`src/rtl/vga_timing_prog.sv`:
```
// vga_timing_prog: runtime-programmable VGA/DVI timing generator.
// The fetch_* outputs lead the screen-aligned outputs by LEAD cycles.
// New timing and polarity values are staged and only applied at a frame boundary.
module vga_timing_prog #(
    parameter int unsigned COORD_WIDTH = 16,
    parameter int unsigned H_RES       = 640,
    parameter int unsigned H_FP        = 16,
    parameter int unsigned H_SYNC      = 96,
    parameter int unsigned H_BP        = 48,
    parameter int unsigned V_RES       = 480,
    parameter int unsigned V_FP        = 10,
    parameter int unsigned V_SYNC      = 2,
    parameter int unsigned V_BP        = 33,
    parameter int unsigned H_POL       = 0,
    parameter int unsigned V_POL       = 0,
    parameter int unsigned LEAD        = 2
) (
    input  logic                          clk_pixel,
    input  logic                          rst_pixel,
    input  logic                          cfg_we,
    input  logic [3:0]                    cfg_addr,
    input  logic [COORD_WIDTH-1:0]        cfg_data,
    input  logic                          cfg_commit,
    output logic                          cfg_pending,
    output logic signed [COORD_WIDTH-1:0] fetch_x,
    output logic signed [COORD_WIDTH-1:0] fetch_y,
    output logic                          fetch_de,
    output logic                          fetch_frame,
    output logic                          fetch_line,
    output logic                          hsync,
    output logic                          vsync,
    output logic                          data_enable,
    output logic                          frame,
    output logic                          line,
    output logic signed [COORD_WIDTH-1:0] screen_x,
    output logic signed [COORD_WIDTH-1:0] screen_y
);
    localparam int unsigned CW = COORD_WIDTH;

    typedef logic [CW-1:0]        field_t;
    typedef logic signed [CW-1:0] coord_t;

    // One complete timing set; pol[0] = hsync active level, pol[1] = vsync active level.
    typedef struct packed {
        field_t     h_res;
        field_t     h_fp;
        field_t     h_sync;
        field_t     h_bp;
        field_t     v_res;
        field_t     v_fp;
        field_t     v_sync;
        field_t     v_bp;
        logic [1:0] pol;
    } timing_t;

    // One pixel's worth of timing outputs, carried down the lead pipeline.
    typedef struct packed {
        field_t x;
        field_t y;
        logic   de;
        logic   frame;
        logic   line;
        logic   hs;
        logic   vs;
    } pix_t;

    // First blanking coordinate of an axis: -(fp + sync + bp), wrapped to CW bits.
    function automatic coord_t blank_start(input field_t fp, input field_t sync, input field_t bp);
        return coord_t'(field_t'(0) - fp - sync - bp);
    endfunction

    localparam timing_t DEFAULTS = '{
        h_res:  field_t'(H_RES),
        h_fp:   field_t'(H_FP),
        h_sync: field_t'(H_SYNC),
        h_bp:   field_t'(H_BP),
        v_res:  field_t'(V_RES),
        v_fp:   field_t'(V_FP),
        v_sync: field_t'(V_SYNC),
        v_bp:   field_t'(V_BP),
        pol:    {1'(V_POL), 1'(H_POL)}
    };

    localparam coord_t DEF_H_START = blank_start(field_t'(H_FP), field_t'(H_SYNC), field_t'(H_BP));
    localparam coord_t DEF_V_START = blank_start(field_t'(V_FP), field_t'(V_SYNC), field_t'(V_BP));

    localparam pix_t PIX_RST = '{
        x:     '0,
        y:     '0,
        de:    1'b0,
        frame: 1'b0,
        line:  1'b0,
        hs:    ~1'(H_POL),
        vs:    ~1'(V_POL)
    };

    timing_t act_q;
    timing_t stg_q;
    timing_t stg_d;
    coord_t  x_q;
    coord_t  y_q;
    coord_t  h_start;
    coord_t  hs_start;
    coord_t  hs_end;
    coord_t  ha_end;
    coord_t  v_start;
    coord_t  vs_start;
    coord_t  vs_end;
    coord_t  va_end;
    coord_t  nh_start;
    coord_t  nv_start;
    logic    at_end;
    logic    boundary;
    pix_t    s0_d;
    pix_t    s0_q;
    pix_t    scr;

    // Axis landmarks of the active set, plus start points of the staged set for a commit.
    always_comb begin
        h_start  = blank_start(act_q.h_fp, act_q.h_sync, act_q.h_bp);
        hs_start = h_start + coord_t'(act_q.h_fp);
        hs_end   = hs_start + coord_t'(act_q.h_sync);
        ha_end   = coord_t'(act_q.h_res - field_t'(1));
        v_start  = blank_start(act_q.v_fp, act_q.v_sync, act_q.v_bp);
        vs_start = v_start + coord_t'(act_q.v_fp);
        vs_end   = vs_start + coord_t'(act_q.v_sync);
        va_end   = coord_t'(act_q.v_res - field_t'(1));
        nh_start = blank_start(stg_d.h_fp, stg_d.h_sync, stg_d.h_bp);
        nv_start = blank_start(stg_d.v_fp, stg_d.v_sync, stg_d.v_bp);
        at_end   = (x_q == ha_end) && (y_q == va_end);
        boundary = at_end && (cfg_pending || cfg_commit);
    end

    // Staging contents after this cycle's write, so a same-cycle write joins a commit.
    always_comb begin
        stg_d = stg_q;
        if (cfg_we) begin
            case (cfg_addr)
                4'd0:    stg_d.h_res  = cfg_data;
                4'd1:    stg_d.h_fp   = cfg_data;
                4'd2:    stg_d.h_sync = cfg_data;
                4'd3:    stg_d.h_bp   = cfg_data;
                4'd4:    stg_d.v_res  = cfg_data;
                4'd5:    stg_d.v_fp   = cfg_data;
                4'd6:    stg_d.v_sync = cfg_data;
                4'd7:    stg_d.v_bp   = cfg_data;
                4'd8:    stg_d.pol    = cfg_data[1:0];
                default: stg_d = stg_q;
            endcase
        end
    end

    // Staging/active registers, commit handshake and the raster counter.
    always_ff @(posedge clk_pixel or posedge rst_pixel) begin
        if (rst_pixel) begin
            stg_q       <= DEFAULTS;
            act_q       <= DEFAULTS;
            x_q         <= DEF_H_START;
            y_q         <= DEF_V_START;
            cfg_pending <= 1'b0;
        end else begin
            stg_q <= stg_d;
            if (boundary) begin
                act_q       <= stg_d;
                x_q         <= nh_start;
                y_q         <= nv_start;
                cfg_pending <= 1'b0;
            end else begin
                if (cfg_commit) begin
                    cfg_pending <= 1'b1;
                end
                if (x_q == ha_end) begin
                    x_q <= h_start;
                    y_q <= (y_q == va_end) ? v_start : y_q + coord_t'(1);
                end else begin
                    x_q <= x_q + coord_t'(1);
                end
            end
        end
    end

    // Stage 0 decode of the current counter state under the active set.
    always_comb begin
        s0_d       = PIX_RST;
        s0_d.x     = field_t'(x_q);
        s0_d.y     = field_t'(y_q);
        s0_d.de    = ~x_q[CW-1] & ~y_q[CW-1];
        s0_d.frame = (x_q == h_start) && (y_q == v_start);
        s0_d.line  = (x_q == h_start) && ~y_q[CW-1];
        s0_d.hs    = ((x_q >= hs_start) && (x_q < hs_end)) ? act_q.pol[0] : ~act_q.pol[0];
        s0_d.vs    = ((y_q >= vs_start) && (y_q < vs_end)) ? act_q.pol[1] : ~act_q.pol[1];
    end

    // Stage 0 register feeding the fetch outputs.
    always_ff @(posedge clk_pixel or posedge rst_pixel) begin
        if (rst_pixel) begin
            s0_q <= PIX_RST;
        end else begin
            s0_q <= s0_d;
        end
    end

    generate
        if (LEAD == 0) begin : g_no_lead
            assign scr = s0_q;
        end else begin : g_lead
            pix_t dly_q [LEAD];

            // Delay line that lets fetch_* run LEAD cycles ahead of the screen outputs.
            always_ff @(posedge clk_pixel or posedge rst_pixel) begin
                if (rst_pixel) begin
                    for (int i = 0; i < int'(LEAD); i++) begin
                        dly_q[i] <= PIX_RST;
                    end
                end else begin
                    dly_q[0] <= s0_q;
                    for (int i = 1; i < int'(LEAD); i++) begin
                        dly_q[i] <= dly_q[i-1];
                    end
                end
            end

            assign scr = dly_q[LEAD-1];
        end
    endgenerate

    assign fetch_x     = coord_t'(s0_q.x);
    assign fetch_y     = coord_t'(s0_q.y);
    assign fetch_de    = s0_q.de;
    assign fetch_frame = s0_q.frame;
    assign fetch_line  = s0_q.line;

    assign screen_x    = coord_t'(scr.x);
    assign screen_y    = coord_t'(scr.y);
    assign data_enable = scr.de;
    assign frame       = scr.frame;
    assign line        = scr.line;
    assign hsync       = scr.hs;
    assign vsync       = scr.vs;

endmodule

```
`config.mk`:
```
export PLATFORM = sky130hd
export DESIGN_NAME = vga_timing_prog
export DESIGN_NICKNAME = d
export VERILOG_FILES = /design/src/rtl/vga_timing_prog.sv
export SDC_FILE = /design/constraint.sdc
export NUM_CORES = 1
export LEC_CHECK = 0
export BUFFER_PORTS_ARGS = -buffer_cell sky130_fd_sc_hd__clkbuf_2
export CAP_MARGIN = 20
export CORE_ASPECT_RATIO = 0.75
export CORE_UTILIZATION = 45
export CTS_CLUSTER_SIZE = 14
export DETAILED_ROUTE_END_ITERATION = 8
export GPL_ROUTABILITY_DRIVEN = 0
export GPL_TIMING_DRIVEN = 0
export SYNTH_ARGS = -nofsm -noshare
export SYNTH_HDL_FRONTEND = slang
export SYNTH_SLANG_ARGS = --single-unit
```
`constraint.sdc`:
```
create_clock -name clk_pixel -period 12.98 [get_ports clk_pixel]
set_input_delay 0 -clock clk_pixel [delete_from_list [all_inputs] [get_ports clk_pixel]]
set_output_delay 0 -clock clk_pixel [all_outputs]
set_load 0.02 [all_outputs]
```
==> results of run 1 <==
[worst max-delay path, cell delays in order, from the launching register on]
cell and delay, ns:
dfstp_2 0.56, inv_1 0.06, fa_1 0.43, ha_1 0.28
ha_1 0.24, a211oi_1 0.35, nor2_1 0.12, xnor2_1 0.54
inv_1 0.11, ha_1 0.34, and3_1 0.19, a221o_1 0.37
o31ai_1 0.82, nor3_1 0.14, a2111oi_0 0.77, o21bai_1 0.14
a21oi_1 0.24, xnor2_1 0.21, ha_1 0.41, nand2b_1 0.13
a21oi_1 0.09, o21ai_0 0.43, o21ai_0 0.24, a211oi_1 0.42
a21oi_1 0.10, nor3_1 0.48, xnor2_1 0.19
[layer usage]
metal  part of all wire, %  track usage (%)  vias to the layer above  routed length, um
li1                      -                -                     8989                  -
met1                    50            37.63                     9228              35360
met2                    39            33.09                      594              27880
met3                   8.6            6.791                      106               6071
met4                   2.2            6.425                        4               1581
met5                 0.031                0                        -                 22
[power by group]
| part | switching, mW | internal, mW | total, mW |
|---|---|---|---|
| clock network | 0.558 | 0.817 | 1.37 |
| logic | 0.772 | 0.595 | 1.37 |
| registers | 0.0224 | 1.36 | 1.38 |
[final timing paths]
kind / start / endpoint / cells past startpoint
min: cfg_we / stg_q[49]$_DFF_PP0_ / 4
max: act_q[37]$_DFFE_PP1P_ / s0_q[0]$_DFF_PP1_ / 26
min reg2reg: g_lead.dly_q[48]$_DFF_PP0_ / screen_y[6]$_DFF_PP0_ / 0
max reg2reg: act_q[37]$_DFFE_PP1P_ / s0_q[0]$_DFF_PP1_ / 26
max in group asynchronous: rst_pixel / fetch_x[0]$_DFF_PP0_ / 6
min in group asynchronous: rst_pixel / data_enable$_DFF_PP0_ / 4
[metrics by stage]
step | hold slack, ns | total power [mW] | setup TNS [ns] | std cells | utilization [%]
2_1_floorplan | 0.1616 | 2.433 | 0 | 2519 | -
3_3_place_gp | 0.3314 | 2.696 | -883.36 | 3395 | 48.13
3_5_place_dp | 0.04241 | 2.734 | 0 | 3400 | 48.31
4_1_cts | 0.02217 | 4.133 | 0 | 3504 | 51.42
5_1_grt | 0.04151 | 4.390 | 0 | 3506 | 51.45
6_report | 0.02315 | 4.125 | 0 | 3507 | 51.45
[cell usage in the layout (no fill, tap or decap), types with 85 or more instances in the layout]
cell type  count
o21ai_0      104
dfrtp_1      343
a21oi_1      143
xnor2_1      113
nor2_1       166
inv_1        229
nand2_1      123
clkbuf_2      97
mux2_2       206
xor2_1        85
ha_1         254
[flip-flops by register name, summed over array words and instances, names as in the netlist, 2 cells and up]
register      flops
act_q           130
stg_q           130
g_lead.dly_q     37
fetch_x          16
fetch_y          16
screen_x         16
screen_y         16
x_q              16
y_q              16
s0_q              2
[final cells by class]
class,count,share of cell area (%)
multi-input cells,1738,48.50
flip-flops and latches,404,34.41
diodes,1,0.008454
plain buffers,147,2.803
repair buffers,123,2.684
clock inverters,17,0.6890
inverters,230,2.942
well taps,780,3.297
clock buffers,67,4.667
[kinds of logic (layout without fill, tap and decap cells)]
group | after synthesis | in the layout | share of synthesized area [%]
xor+xnor | 199 | 199 | 6.696
buf+inv | 377 | 584 | 6.453
mux | 237 | 237 | 10.23
flops | 404 | 404 | 38.83
fa+ha+maj | 318 | 318 | 17.00
compound gates | 444 | 444 | 10.54
other cells | 0 | 1 | 0
simple gates | 540 | 540 | 10.26
==> flow_summary.toml, run 1 <==
[clock_tree]
cts_resized = 0
cts_tree = "done"
root_buffer = "clkbuf_16"
clock_sinks = 404
cts_buffers = 45
path_clk_slew_ns = 0.07
cts.path.max_buffers = 3
post_cts_buffers = 0
ctsHtreeMaxLevel = 2
clock_latency_ns = 0.60
cts_hold_buf = 20

[critical_path]
cp_max_fo = 5
crit_arrival_ns = 8.99
worstSetupEndpointType = "flop"
rrSetupSlack_ns = 4.51
crit_type = "flop to flop"
worstPathRequired_ns = 13.50
critPathLaunchType = "flop"

[synthesis]
yosys.area.top_type_share_pct = 32.72
synth-async-reset-ratio_pct = 100.0
ys_ff_latch = 404
yosysTopAreaCell = "dfrtp_1"
ys_warn_count = 0
synth.distinct_cells = 81
synth_ff_type = "dfrtp_1"
ys_seq_area_share_pct = 38.83
synth_edf_count = 0
synth_common_cells = "dfrtp_1 (343), ha_1 (254), inv_1 (230)"
synth.avg_cell_area_sq_um = 10.41
synth.most_common_cell = "dfrtp_1"
synthTopCellsByArea = "dfrtp_1 (33%), ha_1 (12%), mux2_2 (8.8%)"
synth_area_sq_mm = 0.02623
syn-num-nets = 2861
synthCells = 2519

[sta]
setup_viol = 0
finalMaxSlewViolations = 0
fmax_mhz = 118.1
final_hold_viol_count = 0
rsz0062_at_grt = "false"
post-route-min-period_ns = 8.470
layout_setup_ws_ns = 4.510
skew_ns = 0.02937
slew_headroom_pct = 20.35
fin_crit_sh_pct = 65.26
worstMarginPinSlew_ns = 1.190

[layout]
area_growth_syn_to_layout_pct = 12.83
final_layout_size_suffix_gt1_share_pct = 20.54
fillCellCount = 5141
final-seq-area_sq_mm = 0.01019
fin_area_sq_mm = 0.02960
fin_nets = 3031
multi_input_area_sq_mm = 0.01436

[route]
first_iter_violations = 1469
drtPass1Iterations = 6
ant_nets = 0
drc = 0
vias = 18921
viasPerCell = 5.395
wire_per_inst_um = 20.22
routed_wl_um = 70920

[job]
max-cap-violations = 0

[floorplan]
initial_core_util_pct = 45.60
dieHeight_um = 211.1
die_x_um = 280.8
core-area_sq_mm = 0.05753
dieArea_sq_mm = 0.05928
rows = 76
io_pins = 97

[status]
status = "finished clean"

[placement]
io_buffers = 96
post-place-ws_ns = 4.753
dpl_cell_area_sq_mm = 0.02780
dp_hpwl_um = 55500

[pwr]
powerDensity_mw_per_mm2 = 139.4
ir_worst_vdd_uv = 127.8
cellLeakagePower_nw = 14.01

[grt]
grt_pass1_vias = 18558
grt_pass1_wl_um = 110400
track_usage_pct = 24.46
antenna_found_initial = 4
grt_overflow = 0
grt_max_degree = 134

[min_path]
hold_path.class = "input pin to flop"
No activity file was read; power rests on OpenSTA's default activity.
==> run 2, diff against run 1 <==
clock period = 8 ns   (was 12.98 ns; I/O delays follow)
==> flow_summary.toml, run 2 (same netlist as run 1, synthesis figures left out) <==
[floorplan]
rows = 76
io_pins = 97
die_x_um = 280.8
dieArea_sq_mm = 0.05928
dieHeight_um = 211.1
core-area_sq_mm = 0.05753
initial_core_util_pct = 45.60

[clock_tree]
clock_latency_ns = 0.58
post_cts_buffers = 0
cts.path.max_buffers = 3
clock_sinks = 404
ctsHtreeMaxLevel = 2
cts_tree = "done"
path_clk_slew_ns = 0.06
cts_buffers = 45
root_buffer = "clkbuf_16"

[sta]
post-route-min-period_ns = 7.650
setup_viol = 0
final_hold_viol_count = 0
finalMaxSlewViolations = 0
hold_ws_ns = 0.03093
worstMarginPinSlew_ns = 1.122
slew_headroom_pct = 25.20
skew_ns = 0.01662
layout_setup_ws_ns = 0.3500
fin_crit_sh_pct = 95.63
fmax_mhz = 130.7

[route]
routed_wl_um = 70880
met1_length_um = 35380
ant_nets = 0
vias = 19083
drtPass1Iterations = 8
top_layer_used = "met4"
viasPerCell = 5.435
first_iter_violations = 1693
dr_wl_met2_um = 28040
wl_met3_um = 5809
drc = 0
wire_per_inst_um = 20.19

[critical_path]
crit_arrival_ns = 8.15
startpoint = "act_q[37]$_DFFE_PP1P_"
max_stage_delay_ns = 0.56
rrSetupSlack_ns = 0.35
crit_type = "flop to flop"
critPathSlowestCell = "dfstp_2"
worstSetupEndpointType = "flop"
rr_endpoint = "s0_q[0]$_DFF_PP1_"
cpMostUsedCell = "ha_1"
crit_end = "s0_q[0]$_DFF_PP1_"
rr_startpoint = "act_q[37]$_DFFE_PP1P_"
worstPathRequired_ns = 8.50
cp_max_fo = 5
r2r_cells = 29
critPathLaunchType = "flop"

[grt]
grt_overflow = 0
track_usage_pct = 24.55
grt_pass1_vias = 18902
antenna_found_initial = 1
grt_pass1_wl_um = 110900
grt_max_degree = 43

[min_path]
hold_path.class = "input pin to flop"
whs_path_depth = 2

[placement]
io_buffers = 96
dp.cells = 3408
dp_hpwl_um = 56410
post-place-ws_ns = -0.2356

[layout]
layout_common_cells = "dfrtp_1 (343), ha_1 (254), inv_1 (229)"
area_growth_syn_to_layout_pct = 13.43
fillCellCount = 5143
final-instance-count-excl-fill = 3511
reg.largest.list = "act_q: 130 flops, stg_q: 130 flops, g_lead.dly_q: 37 flops"
final_common_cell = "dfrtp_1"
fin_util_pct = 51.72
final_layout_size_suffix_gt1_share_pct = 21.10
multi_input_area_sq_mm = 0.01444
final-seq-area_sq_mm = 0.01019
fin_nets = 3038

[pwr]
cellLeakagePower_nw = 14.07
ir_worst_vdd_uv = 158.0
powerDensity_mw_per_mm2 = 222.9

[status]
status = "finished clean"

[job]
max-cap-violations = 0
[run 2: what timing repair did]
item | CTS | global route
hold endpoints to repair | 377 | 0
setup endpoints to repair | 2 | 2
pin swaps | 0 | 1
hold buffers | 19 | 0
resized for setup | 3 | 14
[run 2: worst max-delay path, delay by kind of cell (launching register included)]
kind	cells	cell delay [ns]
compound gates	11	2.87
fa+ha+maj	6	1.93
simple gates	6	1.11
xor+xnor	4	0.95
flops	1	0.56
buf+inv	2	0.14
[run 2: worst min-delay path by stage]
stage	startpoint	endpoint	slack [ns]
finish	cfg_data[0]	stg_q[114]$_DFF_PP0_	0.03
detailed placement	rst_pixel	data_enable$_DFF_PP0_	-0.04
global placement	g_lead.dly_q[69]$_DFF_PP0_	screen_x[11]$_DFF_PP0_	0.33
CTS	cfg_data[0]	stg_q[0]$_DFF_PP0_	0.003
global route	cfg_data[0]	stg_q[50]$_DFF_PP0_	0.03
floorplan	cfg_data[0]	stg_q[66]$_DFF_PP0_	0.16
[run 2: report_power, final]
part           switching, mW  internal, mW  leakage [nW]
Clock                  0.874          1.30         0.752
Combinational           1.25         0.972          8.47
Sequential            0.0362          2.21          4.85
[run 2: per-layer routing]
layer	global-route usage [%]	up-vias
met1	38.08	9376
met3	6.294	102
li1	-	9006
met4	6.086	0
met5	0	-
met2	33.39	599
[run 2: final cells by class]
class | instances | area share, %
diodes | 1 | 0.008409
plain buffers | 147 | 2.788
clock buffers | 63 | 4.381
clock inverters | 18 | 0.7610
inverters | 230 | 2.914
multi-input cells | 1738 | 48.51
flip-flops and latches | 404 | 34.23
well taps | 780 | 3.280
repair buffers | 130 | 3.124
[run 2: per-stage QoR]
stage               power, mW    TNS [ns]  cell area, sq um
floorplan               3.948           0             26240
global route            7.071  -0.0009699             29750
global placement        4.370     -0.1132             27690
finish                  6.634           0             29760
CTS                     6.662           0             29670
detailed placement      4.447     -0.2997             27940
==> run 3, diff against run 2 <==
CTS_CLUSTER_SIZE = 16   (was 14)
RECOVER_POWER = 25   (was not set)
==> flow_summary.toml, run 3 (same netlist as run 1, synthesis figures left out) <==
[status]
status = "complete, but fails checks"
violations = "max-capacitance violations, max-slew violations"

[min_path]
hold_path.class = "input pin to flop"
whs_path_depth = 2
hp-start = "cfg_data[0]"
holdPathEnd = "stg_q[0]$_DFF_PP0_"

[route]
drtPass1Iterations = 6
ant_nets = 0
vias = 19136
wire_per_inst_um = 20.21
first_iter_violations = 1739
drc = 0
viasPerCell = 5.450
routed_wl_um = 70940

[floorplan]
core-area_sq_mm = 0.05753
dieHeight_um = 211.1
initial_core_util_pct = 45.60
die_x_um = 280.8
rows = 76
io_pins = 97
dieArea_sq_mm = 0.05928

[layout]
reg.largest.list = "act_q: 130 flops, stg_q: 130 flops, g_lead.dly_q: 37 flops"
layout_common_cells = "dfrtp_1 (343), ha_1 (254), inv_1 (229)"
fin_nets = 3038
fin_area_sq_mm = 0.02968
area_growth_syn_to_layout_pct = 13.12
final_layout_size_suffix_gt1_share_pct = 18.64
final_common_cell = "dfrtp_1"
fin_util_pct = 51.58

[placement]
dpl_cell_area_sq_mm = 0.02794
post-place-ws_ns = -0.2356
dp_hpwl_um = 56410
io_buffers = 96

[sta]
fin_setup_tns_ns = 0
post-route-min-period_ns = 7.686
slew_headroom_pct = -34.63
layout_setup_ws_ns = 0.3142
skew_ns = 0.01635
final_hold_viol_count = 0
finalMaxSlewViolations = 64
setup_viol = 0
fmax_mhz = 130.1
worstMarginPinSlew_ns = 2.019
fin_crit_sh_pct = 96.07

[clock_tree]
clock_latency_ns = 0.58
root_buffer = "clkbuf_16"
post_cts_buffers = 0
path_clk_slew_ns = 0.06
ctsHtreeMaxLevel = 2
cts_tree = "done"
cts.path.max_buffers = 3
cts_buffers = 45
clock_sinks = 404

[pwr]
intPower_mw = 4.472
powerDensity_mw_per_mm2 = 223.6
p_clk_share_pct = 32.7
p_sw_share_pct = 32.61
cellLeakagePower_nw = 13.93
seqPwrFrac_pct = 33.8
combinationalPowerShare_pct = 33.5
p_sw_mw = 2.164
ir_worst_vdd_uv = 157.0

[critical_path]
critPathSlowestCell = "dfstp_2"
r2r_cells = 29
rr_startpoint = "act_q[37]$_DFFE_PP1P_"
startpoint = "act_q[37]$_DFFE_PP1P_"
worstSetupEndpointType = "flop"
cpMostUsedCell = "ha_1"
worstPathRequired_ns = 8.50
rrSetupSlack_ns = 0.31
max_stage_delay_ns = 0.56
critPathLaunchType = "flop"
crit_type = "flop to flop"
rr_endpoint = "s0_q[0]$_DFF_PP1_"
crit_arrival_ns = 8.18
cp_max_fo = 5

[grt]
track_usage_pct = 24.55
grt_pass1_wl_um = 110900
grt_overflow = 0
grt_pass1_vias = 18902
grt_max_degree = 43
antenna_found_initial = 1

[job]
max-cap-violations = 2
==> run 3: worst max path at each step <==
stage	endpoint	slack [ns]	cells past startpoint
5_1_grt	s0_q[1]$_DFF_PP1_	-0.001	31
4_1_cts	s0_q[0]$_DFF_PP1_	0.002	26
3_5_place_dp	s0_q[1]$_DFF_PP1_	-0.24	28
2_1_floorplan	s0_q[1]$_DFF_PP1_	1.37	29
3_3_place_gp	s0_q[1]$_DFF_PP1_	-0.11	28
6_report	s0_q[0]$_DFF_PP1_	0.31	29
==> run 3: final cells by class <==
class                      instances  area [sq um]
antenna                            1         2.502
sequential                       404         10190
clock buffer                      63          1304
buffer                           147         829.5
fill                            5166         27850
multi-input combinational       1738         14440
timing repair buffer             130         850.8
tap                              780         975.9
inverter                         230         864.6
clock inverter                    18         226.5
==> run 3: power by group through the flow <==
stage / Sequential [mW] / Clock, mW / Combinational (mW)
global route: 2.26 / 2.31 / 2.50
global placement: 2.28 / 0 / 2.09
detailed placement: 2.28 / 0 / 2.17
floorplan: 2.27 / 0 / 1.68
CTS: 2.24 / 2.22 / 2.20
finish: 2.24 / 2.17 / 2.22
==> run 3: per-layer routing <==
layer | GRT usage, % | routed length [um] | vias up
li1 | - | - | 9004
met1 | 38.08 | 35320 | 9412
met2 | 33.39 | 28080 | 623
met3 | 6.294 | 5944 | 97
met4 | 6.086 | 1600 | 0
met5 | 0 | 0 | -
==> run 3: timing repair <==
action                                 in CTS  in global routing
gates resized for setup                     3                 14
endpoints found under the hold margin     377                  0
cloned                                      0                  0
hold buffers                               19                  0
pin swaps                                   0                  1
setup endpoints to repair                   2                  2
==> run 3: critical path: cells and delay by family (launching register included) <==
kind / cells / cell delay, ns
buffers and inverters: 2 / 0.14
DFF: 1 / 0.56
AOI/OAI and AO/OA: 11 / 2.89
xor gates and xnor gates: 4 / 0.95
adders and majority gates: 6 / 1.92
and+or+nand+nor: 6 / 1.11
==> run 3: through the flow <==
stage / hold WS, ns / cells / total power [mW]
2_1_floorplan: 0.1616 / 2519 / 3.948
3_3_place_gp: 0.3316 / 3395 / 4.370
3_5_place_dp: -0.04024 / 3408 / 4.447
4_1_cts: 0.002537 / 3508 / 6.662
5_1_grt: 0.008140 / 3510 / 7.067
6_report: 0.02507 / 3511 / 6.636
